--- src/rtl/cpu_types_pkg.sv ---
// Shared CPU encodings: MDU operation codes and MDU sequencer states.
package cpu_types_pkg;

   typedef enum logic [1:0] {
      MUL  = 2'd0,
      MULU = 2'd1,
      DIV  = 2'd2,
      DIVU = 2'd3
   } mdu_op_t;

   typedef enum logic [1:0] {
      IDLE = 2'd0,
      CALC = 2'd1,
      SIGN = 2'd2,
      DONE = 2'd3
   } mdu_state_t;

endpackage

--- src/rtl/exe_mdu.sv ---
// Iterative radix-2 multiply/divide unit: one bit per cycle on operand magnitudes, sign fix-up at the end.
// done_out pulses WIDTH+1 edges after start is sampled; stall_out holds the pipeline while busy or on a fresh start.
module exe_mdu
   import cpu_types_pkg::*;
#(
   parameter int WIDTH = 32
) (
   input  logic             CLK,
   input  logic             RST,
   input  logic             start_in,
   input  logic [1:0]       op_in,
   input  logic [WIDTH-1:0] opa_in,
   input  logic [WIDTH-1:0] opb_in,
   input  logic             flush_in,
   output logic             busy_out,
   output logic             stall_out,
   output logic             done_out,
   output logic [WIDTH-1:0] hi_out,
   output logic [WIDTH-1:0] lo_out,
   output logic             divzero_out
);

   localparam int CNT_W = $clog2(WIDTH) + 1;

   mdu_state_t       state_q, state_d;
   mdu_op_t          op_q, op_d;
   logic [CNT_W-1:0] cnt_q, cnt_d;
   logic [WIDTH-1:0] b_q, b_d;
   logic [WIDTH-1:0] acc_hi_q, acc_hi_d;
   logic [WIDTH-1:0] acc_lo_q, acc_lo_d;
   logic [WIDTH-1:0] hi_q, hi_d;
   logic [WIDTH-1:0] lo_q, lo_d;
   logic             neg_q, neg_d;
   logic             sa_q, sa_d;
   logic             dz_q, dz_d;
   logic             done_q, done_d;

   mdu_op_t            op_in_e;
   logic               is_sgn, sa_in, sb_in, op_q_div, rem_ge;
   logic [WIDTH-1:0]   a_mag, b_mag, rem_sub, rem_fix, quo_fix;
   logic [WIDTH:0]     mul_sum, rem_sh;
   logic [2*WIDTH-1:0] prod;

   assign op_in_e  = mdu_op_t'(op_in);
   assign is_sgn   = (op_in_e == MUL) || (op_in_e == DIV);
   assign sa_in    = is_sgn & opa_in[WIDTH-1];
   assign sb_in    = is_sgn & opb_in[WIDTH-1];
   assign a_mag    = sa_in ? -opa_in : opa_in;
   assign b_mag    = sb_in ? -opb_in : opb_in;
   assign op_q_div = (op_q == DIV) || (op_q == DIVU);

   // Multiply: {acc_hi, acc_lo} holds partial product over the remaining multiplier bits.
   assign mul_sum  = {1'b0, acc_hi_q} + (acc_lo_q[0] ? {1'b0, b_q} : '0);
   // Divide: acc_hi is the partial remainder, acc_lo shifts dividend out and quotient in.
   assign rem_sh   = {acc_hi_q, acc_lo_q[WIDTH-1]};
   assign rem_ge   = rem_sh >= {1'b0, b_q};
   assign rem_sub  = rem_sh[WIDTH-1:0] - b_q;

   assign prod     = neg_q ? -{acc_hi_q, acc_lo_q} : {acc_hi_q, acc_lo_q};
   assign rem_fix  = sa_q ? -acc_hi_q : acc_hi_q;
   assign quo_fix  = neg_q ? -acc_lo_q : acc_lo_q;

   always_comb begin
      state_d  = state_q;
      op_d     = op_q;
      cnt_d    = cnt_q;
      b_d      = b_q;
      acc_hi_d = acc_hi_q;
      acc_lo_d = acc_lo_q;
      hi_d     = hi_q;
      lo_d     = lo_q;
      neg_d    = neg_q;
      sa_d     = sa_q;
      dz_d     = dz_q;
      done_d   = 1'b0;
      case (state_q)
         IDLE, DONE: begin
            state_d = IDLE;
            if (start_in) begin
               state_d  = CALC;
               op_d     = op_in_e;
               cnt_d    = '0;
               sa_d     = sa_in;
               neg_d    = sa_in ^ sb_in;
               acc_hi_d = '0;
               if ((op_in_e == DIV) || (op_in_e == DIVU)) begin
                  acc_lo_d = a_mag;
                  b_d      = b_mag;
               end else begin
                  acc_lo_d = b_mag;
                  b_d      = a_mag;
               end
            end
         end
         CALC: begin
            cnt_d = cnt_q + CNT_W'(1);
            if (op_q_div) begin
               acc_hi_d = rem_ge ? rem_sub : rem_sh[WIDTH-1:0];
               acc_lo_d = {acc_lo_q[WIDTH-2:0], rem_ge};
            end else begin
               acc_hi_d = mul_sum[WIDTH:1];
               acc_lo_d = {mul_sum[0], acc_lo_q[WIDTH-1:1]};
            end
            if (cnt_q == CNT_W'(WIDTH - 1)) begin
               state_d = SIGN;
            end
         end
         SIGN: begin
            state_d = DONE;
            done_d  = 1'b1;
            if (op_q_div) begin
               // A zero divisor leaves the dividend magnitude in acc_hi, so rem_fix restores the dividend.
               hi_d = rem_fix;
               lo_d = (b_q == '0) ? '1 : quo_fix;
               dz_d = (b_q == '0);
            end else begin
               hi_d = prod[2*WIDTH-1:WIDTH];
               lo_d = prod[WIDTH-1:0];
            end
         end
         default: state_d = IDLE;
      endcase
      if (flush_in) begin
         state_d = IDLE;
         done_d  = 1'b0;
         hi_d    = hi_q;
         lo_d    = lo_q;
         dz_d    = dz_q;
      end
   end

   always_ff @(posedge CLK) begin
      if (RST) begin
         state_q  <= IDLE;
         op_q     <= MUL;
         cnt_q    <= '0;
         b_q      <= '0;
         acc_hi_q <= '0;
         acc_lo_q <= '0;
         hi_q     <= '0;
         lo_q     <= '0;
         neg_q    <= 1'b0;
         sa_q     <= 1'b0;
         dz_q     <= 1'b0;
         done_q   <= 1'b0;
      end else begin
         state_q  <= state_d;
         op_q     <= op_d;
         cnt_q    <= cnt_d;
         b_q      <= b_d;
         acc_hi_q <= acc_hi_d;
         acc_lo_q <= acc_lo_d;
         hi_q     <= hi_d;
         lo_q     <= lo_d;
         neg_q    <= neg_d;
         sa_q     <= sa_d;
         dz_q     <= dz_d;
         done_q   <= done_d;
      end
   end

   assign busy_out    = (state_q == CALC) || (state_q == SIGN);
   assign stall_out   = busy_out | (start_in & ~flush_in & ((state_q == IDLE) || (state_q == DONE)));
   assign done_out    = done_q;
   assign hi_out      = hi_q;
   assign lo_out      = lo_q;
   assign divzero_out = dz_q;

endmodule

--- config.mk ---
export PLATFORM = sky130hd
export DESIGN_NAME = exe_mdu
export DESIGN_NICKNAME = d
export VERILOG_FILES = /design/src/rtl/cpu_types_pkg.sv /design/src/rtl/exe_mdu.sv
export SDC_FILE = /design/constraint.sdc
export NUM_CORES = 1
export LEC_CHECK = 0
export ABC_AREA = 1
export CELL_PAD_IN_SITES_DETAIL_PLACEMENT = 0
export CELL_PAD_IN_SITES_GLOBAL_PLACEMENT = 1
export CORE_MARGIN = 8
export CORE_UTILIZATION = 49
export CTS_CLUSTER_DIAMETER = 50
export DETAILED_ROUTE_END_ITERATION = 6
export DONT_BUFFER_PORTS = 1
export PLACE_DENSITY_LB_ADDON = 0.08
export SETUP_SLACK_MARGIN = 0.02
export SLEW_MARGIN = 15
export SYNTH_ARGS = -nofsm -noshare
export SYNTH_HDL_FRONTEND = slang
export SYNTH_SLANG_ARGS = --single-unit
--- constraint.sdc ---
create_clock -name CLK -period 4.3 [get_ports CLK]
set_input_delay 0.215 -clock CLK [delete_from_list [all_inputs] [get_ports CLK]]
set_output_delay 0.215 -clock CLK [all_outputs]
set_load 0.005 [all_outputs]
# ---- Word level (Yosys, flattened, before mapping)
# Cells that the tools add are included.
dict set report totals {
  word_cells 77
  ff_bits 174
  output_inout_bits 68
  in_bits 70
}
dict set report classes {
  n_bitwise 7
  addsub 8
  order_cmp 1
  n_eq_ne 10
  n_reduce_logical 15
  muxes 24
}
# cell n
set op_table {}
lappend op_table {{$mux 32} 15}
lappend op_table {{$neg 32->32} 4}
lappend op_table {{$pmux 32 s2} 2}
lappend op_table {{$mux 64} 1}
lappend op_table {{$neg 64->64} 1}
lappend op_table {{$add 32x32->33} 1}
lappend op_table {{$ge 33x32->1} 1}
lappend op_table {{$logic_not 32->1} 1}
lappend op_table {{$sub 32x32->32} 1}
lappend op_table {{$eq 2x2->1 const B} 6}
lappend op_table {{$pmux 6 s2} 1}
lappend op_table {{$add 6x1->6 const B} 1}
lappend op_table {{$eq 6x5->1 const B} 1}
lappend op_table {{$mux 6} 1}
lappend op_table {{$pmux 2 s3} 1}
lappend op_table {{$reduce_and 2->1} 3}
lappend op_table {{$logic_or 1x1->1} 5}
lappend op_table {{$and 1x1->1} 4}
lappend op_table {{$logic_not 2->1} 2}
lappend op_table {{$ne 2x2->1 const B} 2}
lappend op_table {{$reduce_or 2->1} 2}
lappend op_table {{$reduce_and 3->1} 1}
lappend op_table {{$eq 2x1->1 const B} 1}
lappend op_table {{$mux 1} 2}
lappend op_table {{5 further kinds} 5}

# ---- Longest topological paths before layout
# Gate-level depths: netlist of the first run.
dict set report logic_depth {
  depth_word 7
  depth_mapped 20
  depth_no_buf 18
}

# ---- Worst setup path after synthesis of the first run
# No wires, ideal clock.
dict set report synth_timing {
  path_kind {register to register}
  from {reg acc_lo_q[0]}
  to {reg acc_hi_q[21]}
  setup_slack_ns 1.954
  setup_ns 0.132
  path_buffers 2
  arrival_ns 2.213
  path_stages_with_launch 20
  t_required_ns 4.168
  period_less_slack_ns 2.346
  cell_sequence {dfxtp_1 > buf_6 > clkbuf_1 > nand2_1 > inv_1 > ha_1 > inv_1 > fa_1 > inv_1 > nand2_1 > nand3_1 > nand3_1 > nand2_1 > nand2_1 > nand3_1 > nand3_1 > nand2_1 > inv_1 > nand2_1 > a21oi_1}
}
dict set report synth_between {
  elab_chain_cells 4
}
# element line_no
set synth_rtl {}
lappend synth_rtl {{start, declared} exe_mdu.sv:30} ;# logic [WIDTH-1:0] acc_lo_q, acc_lo_d;
lappend synth_rtl {{start signal, assigned} exe_mdu.sv:152} ;# acc_lo_q <= acc_lo_d;
lappend synth_rtl {{$mux 32} exe_mdu.sv:53} ;# assign mul_sum = {1'b0, acc_hi_q} + (acc_lo_q[0] ? {1'b0, b_q} : '0);
lappend synth_rtl {{$add 32x32->33} exe_mdu.sv:53}
lappend synth_rtl {{$mux 32} exe_mdu.sv:97} ;# if (op_q_div) begin
lappend synth_rtl {{$pmux 32 s2} exe_mdu.sv:76} ;# case (state_q)
lappend synth_rtl {{end signal, assigned} exe_mdu.sv:151} ;# acc_hi_q <= acc_hi_d;
lappend synth_rtl {{end, declared} exe_mdu.sv:29} ;# logic [WIDTH-1:0] acc_hi_q, acc_hi_d;
# Every way passes these cells.
# A chain may end at the register's enable or synchronous reset.

# ---- Worst setup path in the final report of the first run
dict set report layout_timing {
  from {reg state_q[0]}
  to {reg b_q[27]}
}
dict set report layout_between {
  elab_chain_cells 3
  elab_cells_between_ends 4
  cone_classes {1 x eq/ne; 3 x reduce/logical}
}
# element line_no
set layout_rtl {}
lappend layout_rtl {{start, declared} exe_mdu.sv:25} ;# mdu_state_t state_q, state_d;
lappend layout_rtl {{start signal, assigned} exe_mdu.sv:147} ;# state_q <= state_d;
lappend layout_rtl {{$eq 2x2->1 or $logic_not 2->1 (tied branches)} exe_mdu.sv:76}
lappend layout_rtl {{$reduce_or 2->1 *} exe_mdu.sv:76}
lappend layout_rtl {{$reduce_and 2->1 (no source line) *} n/a}
lappend layout_rtl {{end signal, assigned} exe_mdu.sv:137} ;# b_q <= '0;
lappend layout_rtl {{end signal, assigned} exe_mdu.sv:150} ;# b_q <= b_d;
lappend layout_rtl {{end, declared} exe_mdu.sv:28} ;# logic [WIDTH-1:0] b_q, b_d;
# Mark *: on every way between the ends. The rest lies on a longest branch, timed or not.

==> flow_summary.yaml, run 1 <==
status:
  outcome: "finished, final reports clean"
flow_run:
  max-cap-violations: 0
placement:
  portBuffers: 0
  place_inst: 3542
  dpl.hpwl_um: 61500
  global_placement_routability_congestion: 1.11
logic_synthesis:
  mappedNetlistArea_um2: 17700
  postSynthRegisterBits: 173
  syn_avg_cell_area_um2: 5.58
  synth_enable_flop_cells: 0
  mappedNetlistNets: 3304
  ys_dominant_reg_cell: "dfxtp_1"
  synthesized_netlist_cell_count: 3161
  ys.warnings.count: 0
  proportion_of_synthesized_chip_area_in_sequential_cells: 0.196
  ys_async_sr_fraction: 0
  synth_cell_types: 57
worst_hold_path:
  worstHoldEndpoint: "b_q[31]"
  hold_start: "opa_in[31]"
  worstHoldPathType: "in2reg"
  hold-path-cell-count: 4
route:
  drt-initial-drc-count: 2499
  drc: 0
  vias_per_cell: 5.93
  routed_wire_length_per_instance_um: 21.4
  antenna_left: 0
  drt-pass1-iter-count: 6
  routed_vias: 21200
  finalWirelength_um: 76400
finish:
  number_of_nets_in_the_layout: 3247
  final_non_filler_cell_total: 3576
  syn_to_final_growth_pct: 5.53
  diodes: 0
  commonest_cells_after_routing_fill_and_taps_aside: "nand2_1 (885), inv_1 (481), nor2_1 (301), nand3_1 (270), a21oi_1 (241)"
  drive_above_1_share: 0.0379
  layout.cells.most_common: "nand2_1"
timing:
  report.final.hold_viol_count: 0
  finalClockSkew_ps: 11.2
  worst_pin_slew_ps: 1080
  min_period_over_period: 0.732
  rsz0062_at_grt: "no"
  post-route-min-period_ps: 3150
  fin_tns_setup_ps: 0
  final-max-slew-violation-count: 0
  timing.slew.headroom: 0.277
  setup_violations: 0
  max_freq_mhz: 318
  hold-worst-slack_ps: 28.5
critical_path:
  cpMaxStageDelayCell: "nor2_1"
  setup.worst_path.end_class: "register"
  worst-r2r-setup-slack_ps: 1150
  worst_ep_required_time_ps: 4700
  reg2reg_from: "state_q[0]"
  worst_ep_arrival_time_ps: 3550
  critical_path.cell_chain: "inv_1, ha_1, nand2_1, buf_4, nor2_1, clkinv_1, a21oi_1, o21ai_0, inv_1"
  r2r_cells: 9
  regToRegEndpoint: "b_q[27]"
  worstPathMaxFanout: 22
  critical_path.startpoint_type: "register"
  cp_most_frequent_cell: "inv_1"
  criticalPathCategory: "reg2reg"
  crit_path_max_cell_delay_ps: 790
clock_tree:
  clock_insertion_delay_worst_skew_ps: 460
  root_buffer_selected_by_cts: "clkbuf_16"
  cts_repair_resize_count: 0
  clk_transition_reported_paths_ps: 80
  clkSinkCount: 173
  cts-buffers-inserted: 17
  clock_tree_from_tritoncts: "yes"
  clock_tree.htree_level_count: 4
  clock_buffer_depth: 2
power:
  p_comb_frac: 0.334
  power_leakage_uw: 0.00939
  clk_network_pwr_share: 0.314
  power.share.sequential: 0.352
  vdd.ir_drop.worst_v: 0.000315
  switchingPower_uw: 2060
  power_per_cell_area_nw_per_um2: 268
  power_uw: 5000
  switching_share_of_power: 0.412
  intPower_uw: 2940
floorplan:
  chipWidth_um: 206
  die_height_um: 206
  pin_count: 138
  initial_standard_cell_utilization_of_the_core: 0.497
  total_number_of_placement_rows: 69
  core_area_um2: 35500
  floorplan.die_area_um2: 42400
global_routing:
  number_of_antenna_violations_at_the_first_check_in_global_routing: 0
  wire_length_of_the_first_global_routing_pass_um: 115000
  grt_util_all_layers: 0.352
  grt_remaining_overflow: 0
  pin_count_of_the_biggest_net_entering_global_routing: 66
  first_global_vias: 19300
-- power by group through the flow --
| stage | Sequential [uW] | Clock [uW] | Combinational, uW |
|---|---|---|---|
| finish | 1760 | 1570 | 1670 |
| global route | 1770 | 1640 | 1810 |
| CTS | 1750 | 1570 | 1610 |
| detailed placement | 1790 | 0 | 1590 |
| global placement | 1790 | 0 | 1590 |
| floorplan | 1760 | 0 | 1130 |
-- worst max path at each step --
stage,from,endpoint,slack (ps),depth (start not counted)
floorplan,acc_lo_q[0],acc_hi_q[21],1950,19
global placement,op_q[1],hi_out[21],1430,7
detailed placement,state_q[0],b_q[27],1320,9
CTS,state_q[0],b_q[27],1290,9
global route,state_q[0],b_q[27],1080,9
finish,state_q[0],b_q[27],1150,9
-- layer usage --
layer | wire length (um) | global-route usage | share of wire | vias up
li1 | - | - | - | 10100
met1 | 31000 | 0.458 | 0.41 | 9699
met2 | 33800 | 0.552 | 0.44 | 1186
met3 | 7470 | 0.0619 | 0.098 | 191
met4 | 4090 | 0.181 | 0.054 | 0
met5 | 0 | 0 | 0 | -
-- cells in the mapped netlist, types with 10 or more instances --
cell type,n,area share
buf_2,10,0.0028
o211ai_1,27,0.011
or2_2,10,0.0035
dfxtp_1,173,0.20
nor3_1,39,0.011
nand3_1,270,0.077
xor2_1,69,0.034
a31oi_1,29,0.010
nand4_1,47,0.017
nor4_1,11,0.0039
nand2_1,885,0.19
ha_1,71,0.050
nand3b_1,21,0.0089
o21ai_0,234,0.066
o221ai_1,10,0.0050
buf_1,19,0.0040
o21bai_1,18,0.0077
inv_1,483,0.10
xnor2_1,13,0.0065
a21oi_1,241,0.068
clkbuf_1,79,0.017
nor2_1,303,0.064
-- worst max-delay path, delay by kind of cell, from the launching register on --
kind	cells	cell delay, ps
buf+inv	4	1000
simple gates	2	870
compound gates	2	510
flops	1	370
fa+ha+maj	1	320
-- repair_timing --
| item | CTS | global route |
|---|---|---|
| endpoints found under the hold margin | 68 | 0 |
| hold buffers | 4 | 0 |
| buffers inserted | 0 | 0 |
-- per-stage QoR --
step	worst slack (ps)	utilization	instance area, um2
after floorplan	1950	-	17700
after global placement	1430	0.508	18000
after detailed placement	1320	0.508	18000
after CTS	1290	0.525	18600
after global routing	1080	0.525	18600
final	1150	0.525	18600
-- cell type report --
class / count / area, um2
Clock inverter: 12 / 129
Timing Repair Buffer: 39 / 320
Multi-Input combinational cell: 2384 / 11900
Tap cell: 461 / 577
Clock buffer: 18 / 429
Inverter: 489 / 1840
Fill cell: 3869 / 16900
Sequential cell: 173 / 3460
-- state kept, by name, indices dropped and copies added (netlist names), 2 cells and up --
signal and flops:
acc_lo_q 32, hi_out 32, b_q 32, state_q 2, cnt_q 6, acc_hi_q 32
lo_out 32
-- kinds of logic (layout without fill, tap and decap cells) --
logic type      Yosys count  count (layout)  share of synthesized area
fa+ha+maj                73              73                     0.0526
compound gates          609             609                      0.190
simple gates           1620            1620                      0.388
buf+inv                 604             558                      0.132
flops                   173             173                      0.196
xor+xnor                 82              82                     0.0407
No activity file was read; power rests on OpenSTA's default activity.
==> run 2: changes to the inputs <==
- CORE_UTILIZATION: 49 -> 41
- clock period: 4.3 -> 2.8 ns (I/O delays scaled with it)
==> run 2 against run 1 <==
Net effect:
- clock power grew 71%
- fmax grew 18%
- global-route usage shrank 3.9 points
- sequential power grew 55%
- non-clock buffer count grew 102
- final area grew 5.8%
- routed wire length grew 4.3%
- register-to-register slack lost 1000 ps
- power grew 63%
- cell count grew 5.3%
- sequential share of layout area shrank 0.93 points
- via count shrank 0.93%
==> flow_summary.yaml, run 2 (synthesized netlist as in run 1, its figures left out) <==
global_routing:
  first_global_vias: 19500
  grt_remaining_overflow: 0
  pin_count_of_the_biggest_net_entering_global_routing: 70
  wire_length_of_the_first_global_routing_pass_um: 120000
  grt_util_all_layers: 0.313
  number_of_antenna_violations_at_the_first_check_in_global_routing: 0
floorplan:
  initial_standard_cell_utilization_of_the_core: 0.412
  floorplan.die_area_um2: 49900
  die_height_um: 223
  total_number_of_placement_rows: 76
  pin_count: 138
  chipWidth_um: 223
  core_area_um2: 42800
critical_path:
  buffers_plus_inverters_on_the_worst_setup_path: 3
  cpMaxStageDelayCell: "dfxtp_1"
  criticalPathCategory: "reg2reg"
  crit_path_max_cell_delay_ps: 460
  worst_path_dominant_cell_family: "simple AND/OR/NAND/NOR gates"
  critical_path.startpoint_type: "register"
  regToRegEndpoint: "acc_hi_q[15]"
  reg2reg_from: "b_q[27]"
  setup.worst_path.end_class: "register"
  r2r_cells: 16
  worst_ep_required_time_ps: 3210
  cp_most_frequent_cell: "nand2_1"
  critical_path.cell_chain: "inv_1, ha_1, nand2_1, inv_1, nand2_1, nand2_1, a21oi_1, nand2_2, nor2_4, nand2_8, buf_4, nor2_4, nand2_1, nand3_1, nand2_1, a21oi_1"
  worst_ep_arrival_time_ps: 3080
  worst-r2r-setup-slack_ps: 140
  worstPathMaxFanout: 12
timing:
  report.final.hold_viol_count: 0
  timing.slew.headroom: 0.335
  final-max-slew-violation-count: 0
  finalClockSkew_ps: 17.8
  post-route-min-period_ps: 2660
  min_period_over_period: 0.950
  worst_pin_slew_ps: 995
  max_freq_mhz: 376
  fin_tns_setup_ps: 0
  setup_violations: 0
  rsz0062_at_grt: "yes"
power:
  power_per_cell_area_nw_per_um2: 413
  power_leakage_uw: 0.00995
  vdd.ir_drop.worst_v: 0.000399
finish:
  drive_above_1_share: 0.0730
  nFillCells: 4770
  final-seq-area_um2: 3480
  syn_to_final_growth_pct: 11.6
  diodes: 0
  finalCoreUtilization: 0.460
  commonest_cells_after_routing_fill_and_taps_aside: "nand2_1 (880), inv_1 (480), nor2_1 (298), nand3_1 (270), a21oi_1 (240)"
  layout.cells.most_common: "nand2_1"
  multiInputGateArea_um2: 11900
  number_of_nets_in_the_layout: 3349
route:
  drt-pass1-iter-count: 5
  routed_wire_length_per_instance_um: 21.1
  drt-initial-drc-count: 2351
  routed_vias: 21000
  finalWirelength_um: 79600
  antenna_left: 0
  vias_per_cell: 5.58
  drc: 0
flow_run:
  max-cap-violations: 0
status:
  outcome: "finished, final reports clean"
clock_tree:
  clkSinkCount: 173
  root_buffer_selected_by_cts: "clkbuf_16"
  cts-buffers-inserted: 17
  clock_tree_from_tritoncts: "yes"
  clk_transition_reported_paths_ps: 80
  clock_buffer_depth: 2
  clock_insertion_delay_worst_skew_ps: 500
  clock_tree.htree_level_count: 4
placement:
  dpl.hpwl_um: 65000
  portBuffers: 0
  global_placement_routability_congestion: 0.996
worst_hold_path:
  hold-path-cell-count: 5
  worstHoldPathType: "in2reg"
  worstHoldEndpoint: "b_q[6]"
  hold_start: "opa_in[6]"
==> run 2: worst min-delay path: cells and delay by family <==
family | cells | cell delay, ps
buf+inv | 2 | 120
simple gates | 1 | 60
xor+xnor | 1 | 80
compound gates | 1 | 80
==> run 2: per-layer routing <==
layer  share of wire  wire (um)  global-route usage  vias up
li1                -          -                   -    10300
met1            0.44      35300               0.430     9705
met2            0.43      34400               0.479      871
met3           0.084       6670              0.0511      104
met4           0.040       3210               0.130        0
met5               0          0                   0        -
==> run 2: where the power goes <==
part | switching, uW | internal [uW]
clock network | 1240 | 1450
logic | 1890 | 831
registers | 150 | 2570
total | 3280 | 4850
==> run 2: worst max-delay path by stage <==
stage / from / end / slack, ps / depth (start not counted)
2_1_floorplan: acc_lo_q[0] / acc_hi_q[21] / 450 / 19
3_3_place_gp: acc_lo_q[0] / acc_hi_q[27] / 70 / 15
3_5_place_dp: acc_lo_q[0] / acc_hi_q[27] / 120 / 16
4_1_cts: acc_lo_q[0] / acc_hi_q[27] / 70 / 15
5_1_grt: acc_lo_q[0] / acc_hi_q[30] / 1 / 16
6_report: b_q[27] / acc_hi_q[15] / 140 / 16
==> run 2: through the flow <==
| step | std cells | hold WS, ps | worst slack [ps] | instance area [um2] | total power [uW] |
|---|---|---|---|---|---|
| finish | 3765 | 18.5 | 139 | 19700 | 8130 |
| global route | 3765 | 17.7 | 1.40 | 19700 | 8530 |
| CTS | 3765 | 5.80 | 72.0 | 19600 | 8090 |
| detailed placement | 3718 | 220 | 120 | 18800 | 5360 |
| global placement | 3718 | 221 | 65.1 | 18800 | 5360 |
| floorplan | 3161 | 299 | 454 | 17700 | 4440 |
==> run 2: layout make-up <==
cell class | instances | share of cell area
tap | 546 | 0.0347
inverter | 489 | 0.0932
clock inverter | 13 | 0.00991
timing repair buffer | 141 | 0.0588
sequential | 173 | 0.177
multi-input combinational | 2384 | 0.605
clock buffer | 19 | 0.0220
==> run 2: repair_timing <==
action | 4_1_cts | 5_1_grt
endpoints found under the setup margin | 0 | 31
hold buffers | 15 | 0
buffers inserted | 0 | 0
gates resized for setup | 0 | 29
hold endpoints to repair | 92 | 0
==> run 3: changes to the inputs <==
- ABC_AREA: 1 -> unset
- CORE_UTILIZATION: 41 -> 44
==> run 3 against run 2 <==
Net effect:
- the run now ends with negative setup slack left
- critical endpoint is now acc_hi_q[31]
- fmax decreased by 11%
- critical path depth decreased by 3
- hold slack improved by 2.7 ps
- highest routed layer unchanged
- register-to-register slack got worse by 340 ps
- area after synthesis is 18% lower
- setup slack got worse by 340 ps
- clock skew decreased by 2.3 ps
- clock power down 7.4%
- first-iteration DRC count is 39% lower
- critical path type unchanged
- power shrank 6.0%
- synthesized cell count shrank 39%
==> flow_summary.yaml, run 3 <==
status:
  outcome: "finished, violations left"
  violations_in_the_final_reports: "negative setup slack"
timing:
  rsz0062_at_grt: "yes"
  report.final.hold_viol_count: 0
  post-route-min-period_ps: 3000
  max_freq_mhz: 333
  setup_violations: 31
  timing.slew.headroom: 0.197
  worst_pin_slew_ps: 1200
  finalClockSkew_ps: 15.5
  fin_tns_setup_ps: -3030
  timing.final.ws_setup_ps: -204
  min_period_over_period: 1.07
  final-max-slew-violation-count: 0
worst_hold_path:
  hold-path-cell-count: 2
  worstHoldPathType: "in2reg"
  hold_start: "RST"
  worstHoldEndpoint: "hi_out[28]"
global_routing:
  grt_util_all_layers: 0.290
  grt_remaining_overflow: 0
  first_global_vias: 15000
  grtUsageMet2: 0.487
  pin_count_of_the_biggest_net_entering_global_routing: 140
  number_of_antenna_violations_at_the_first_check_in_global_routing: 0
  top_usage_layer_grt: "met2"
  grtUsageMet1: 0.374
  wire_length_of_the_first_global_routing_pass_um: 88700
  grt.met3_usage: 0.0479
finish:
  syn_to_final_growth_pct: 30.7
  final_non_filler_cell_total: 2667
  drive_above_1_share: 0.273
  diodes: 0
  commonest_cells_after_routing_fill_and_taps_aside: "buf_4 (347), nor2_1 (217), nand2_1 (183), a21oi_1 (162), dfxtp_1 (160)"
  number_of_nets_in_the_layout: 2355
  layout.cells.most_common: "buf_4"
  nFillCells: 3115
  final_cell_area_um2: 18900
clock_tree:
  root_buffer_selected_by_cts: "clkbuf_16"
  clk_transition_reported_paths_ps: 70
  clkSinkCount: 173
  clock_tree_from_tritoncts: "yes"
  cts-buffers-inserted: 17
  clock_buffer_depth: 2
  clock_tree.htree_level_count: 4
  clock_insertion_delay_worst_skew_ps: 460
floorplan:
  initial_standard_cell_utilization_of_the_core: 0.445
  core_area_um2: 32500
  die_height_um: 197
  pin_count: 138
  floorplan.die_area_um2: 38900
  total_number_of_placement_rows: 66
  chipWidth_um: 197
power:
  vdd.ir_drop.worst_v: 0.000482
  switching_share_of_power: 0.348
  p_comb_frac: 0.323
  switchingPower_uw: 2660
  intPower_uw: 4980
  power.share.sequential: 0.352
  clk_network_pwr_share: 0.325
  power_leakage_uw: 0.00775
  power_uw: 7640
  power_per_cell_area_nw_per_um2: 405
critical_path:
  worst-r2r-setup-slack_ps: -200
  worst_ep_arrival_time_ps: 3340
  worstPathMaxFanout: 7
  worst_path_dominant_cell_family: "compound AO/OA/AOI/OAI gates"
  crit_path_start: "acc_lo_q[0]"
  critical_path.startpoint_type: "register"
  critical_path.cell_chain: "clkinv_4, buf_12, nor2_4, ha_4, a211o_1, a21oi_2, o21ai_2, a32oi_2, o21ai_2, a221o_1, a221oi_2, o221ai_1, a22o_1"
  cpMaxStageDelayCell: "dfxtp_4"
  buffers_plus_inverters_on_the_worst_setup_path: 2
  cp_most_frequent_cell: "o21ai_2"
  criticalPathCategory: "reg2reg"
  setup.worst_path.end_class: "register"
  worst_ep_required_time_ps: 3140
  r2r_cells: 13
  reg2reg_from: "acc_lo_q[0]"
  regToRegEndpoint: "acc_hi_q[31]"
  crit_path_max_cell_delay_ps: 370
placement:
  place_ws_ps: -443
  portBuffers: 0
  place_inst: 2594
  global_placement_routability_congestion: 0.976
  dpl.hpwl_um: 45200
  dpl_cell_area_um2: 17100
flow_run:
  max-cap-violations: 0
logic_synthesis:
  synthesized_netlist_cell_count: 1942
  synth_enable_flop_cells: 0
  synthMostInstantiatedCell: "nor2_1"
  mappedNetlistArea_um2: 14400
  syn_avg_cell_area_um2: 7.44
  mappedNetlistNets: 2085
  synth.largest_area_cell: "dfxtp_1"
  ys_async_sr_fraction: 0
  ys_dominant_reg_cell: "dfxtp_1"
  proportion_of_synthesized_chip_area_in_sequential_cells: 0.240
  fraction_of_synthesized_cell_area_taken_by_the_top_area_cell_type: 0.240
  ys.warnings.count: 0
  postSynthRegisterBits: 173
  post_synth_top_cells: "nor2_1 (239), a21oi_1 (186), nand2_1 (185)"
  dominant_cells_by_area_after_synthesis: "dfxtp_1 (24%), a21oi_1 (6.4%), nor2_1 (6.2%)"
  synth_cell_types: 87
route:
  finalWirelength_um: 57800
  vias_per_cell: 5.86
  drc: 0
  routed_wire_length_per_instance_um: 21.7
  drt-pass1-iter-count: 5
  routed_vias: 15600
  antenna_left: 0
  drt-initial-drc-count: 1428
run 3: cell types whose count changed after synthesis, moves of 55 or more:
cell and delta:
nand2_1 -700, inv_1 -413, nand3_1 -241, o21ai_0 -131, xnor2_1 +68, nor2_1 -64
a211oi_1 +60, a21oi_1 -55
run 3: worst reg2reg max path: stages (launching register included):
cell and delay, ps:
dfxtp_4 370, clkinv_4 70, buf_12 150, nor2_4 110, ha_4 220, a211o_1 300
a21oi_2 110, o21ai_2 100, a32oi_2 300, o21ai_2 100, a221o_1 340, a221oi_2 330
o221ai_1 170, a22o_1 200
run 3: what timing repair did:
item                                   in CTS  in global routing
endpoints found under the hold margin     142                  0
setup buffers                              20                 23
pin swaps                                  40                 70
gates resized for setup                    90                121
hold buffers                                3                  0
setup endpoints to repair                  31                 49
cloned                                      0                  1
run 3: metal layers:
layer / up-vias / wire [um]
li1: 7606 / -
met1: 7464 / 25100
met2: 490 / 27600
met3: 77 / 3290
met4: 0 / 1820
met5: - / 0
run 3: power by group through the flow:
stage | Combinational, uW | Clock, uW | Sequential [uW]
final | 2470 | 2490 | 2690
after global routing | 2660 | 2620 | 2710
after CTS | 2310 | 2520 | 2690
after detailed placement | 2180 | 0 | 2740
after global placement | 2170 | 0 | 2740
after floorplan | 1340 | 0 | 2730
run 3: through the flow:
step            util  hold WS, ps
4_1_cts        0.562         5.92
5_1_grt        0.582         15.2
3_3_place_gp   0.526          223
3_5_place_dp   0.526          220
6_report       0.582         21.2
2_1_floorplan      -          223
run 3: layout make-up:
class	instances	area [um2]	share of cell area
clock buffers	19	453	0.0240
clock inverters	13	149	0.00788
inverters	73	279	0.0148
multi-input cells	1573	11000	0.580
flip-flops and latches	173	3480	0.184
well taps	442	553	0.0293
repair buffers	374	3010	0.159
run 3: how the worst max path moves through the flow:
| stage | endpoint | slack (ps) | cells past startpoint |
|---|---|---|---|
| after detailed placement | acc_hi_q[31] | -440 | 13 |
| after global routing | acc_hi_q[27] | -320 | 13 |
| after CTS | acc_hi_q[30] | -180 | 14 |
| after floorplan | acc_hi_q[31] | -110 | 13 |
| final | acc_hi_q[31] | -200 | 13 |
| after global placement | acc_hi_q[31] | -430 | 13 |
run 3: kinds of logic (layout without fill, tap and decap cells):
logic type	after synthesis	in the layout	share of synthesized area
xor+xnor	171	171	0.104
simple gates	658	658	0.219
mux	72	72	0.0519
buf+inv	196	479	0.0549
flops	173	173	0.240
fa+ha+maj	73	73	0.0643
compound gates	599	599	0.266
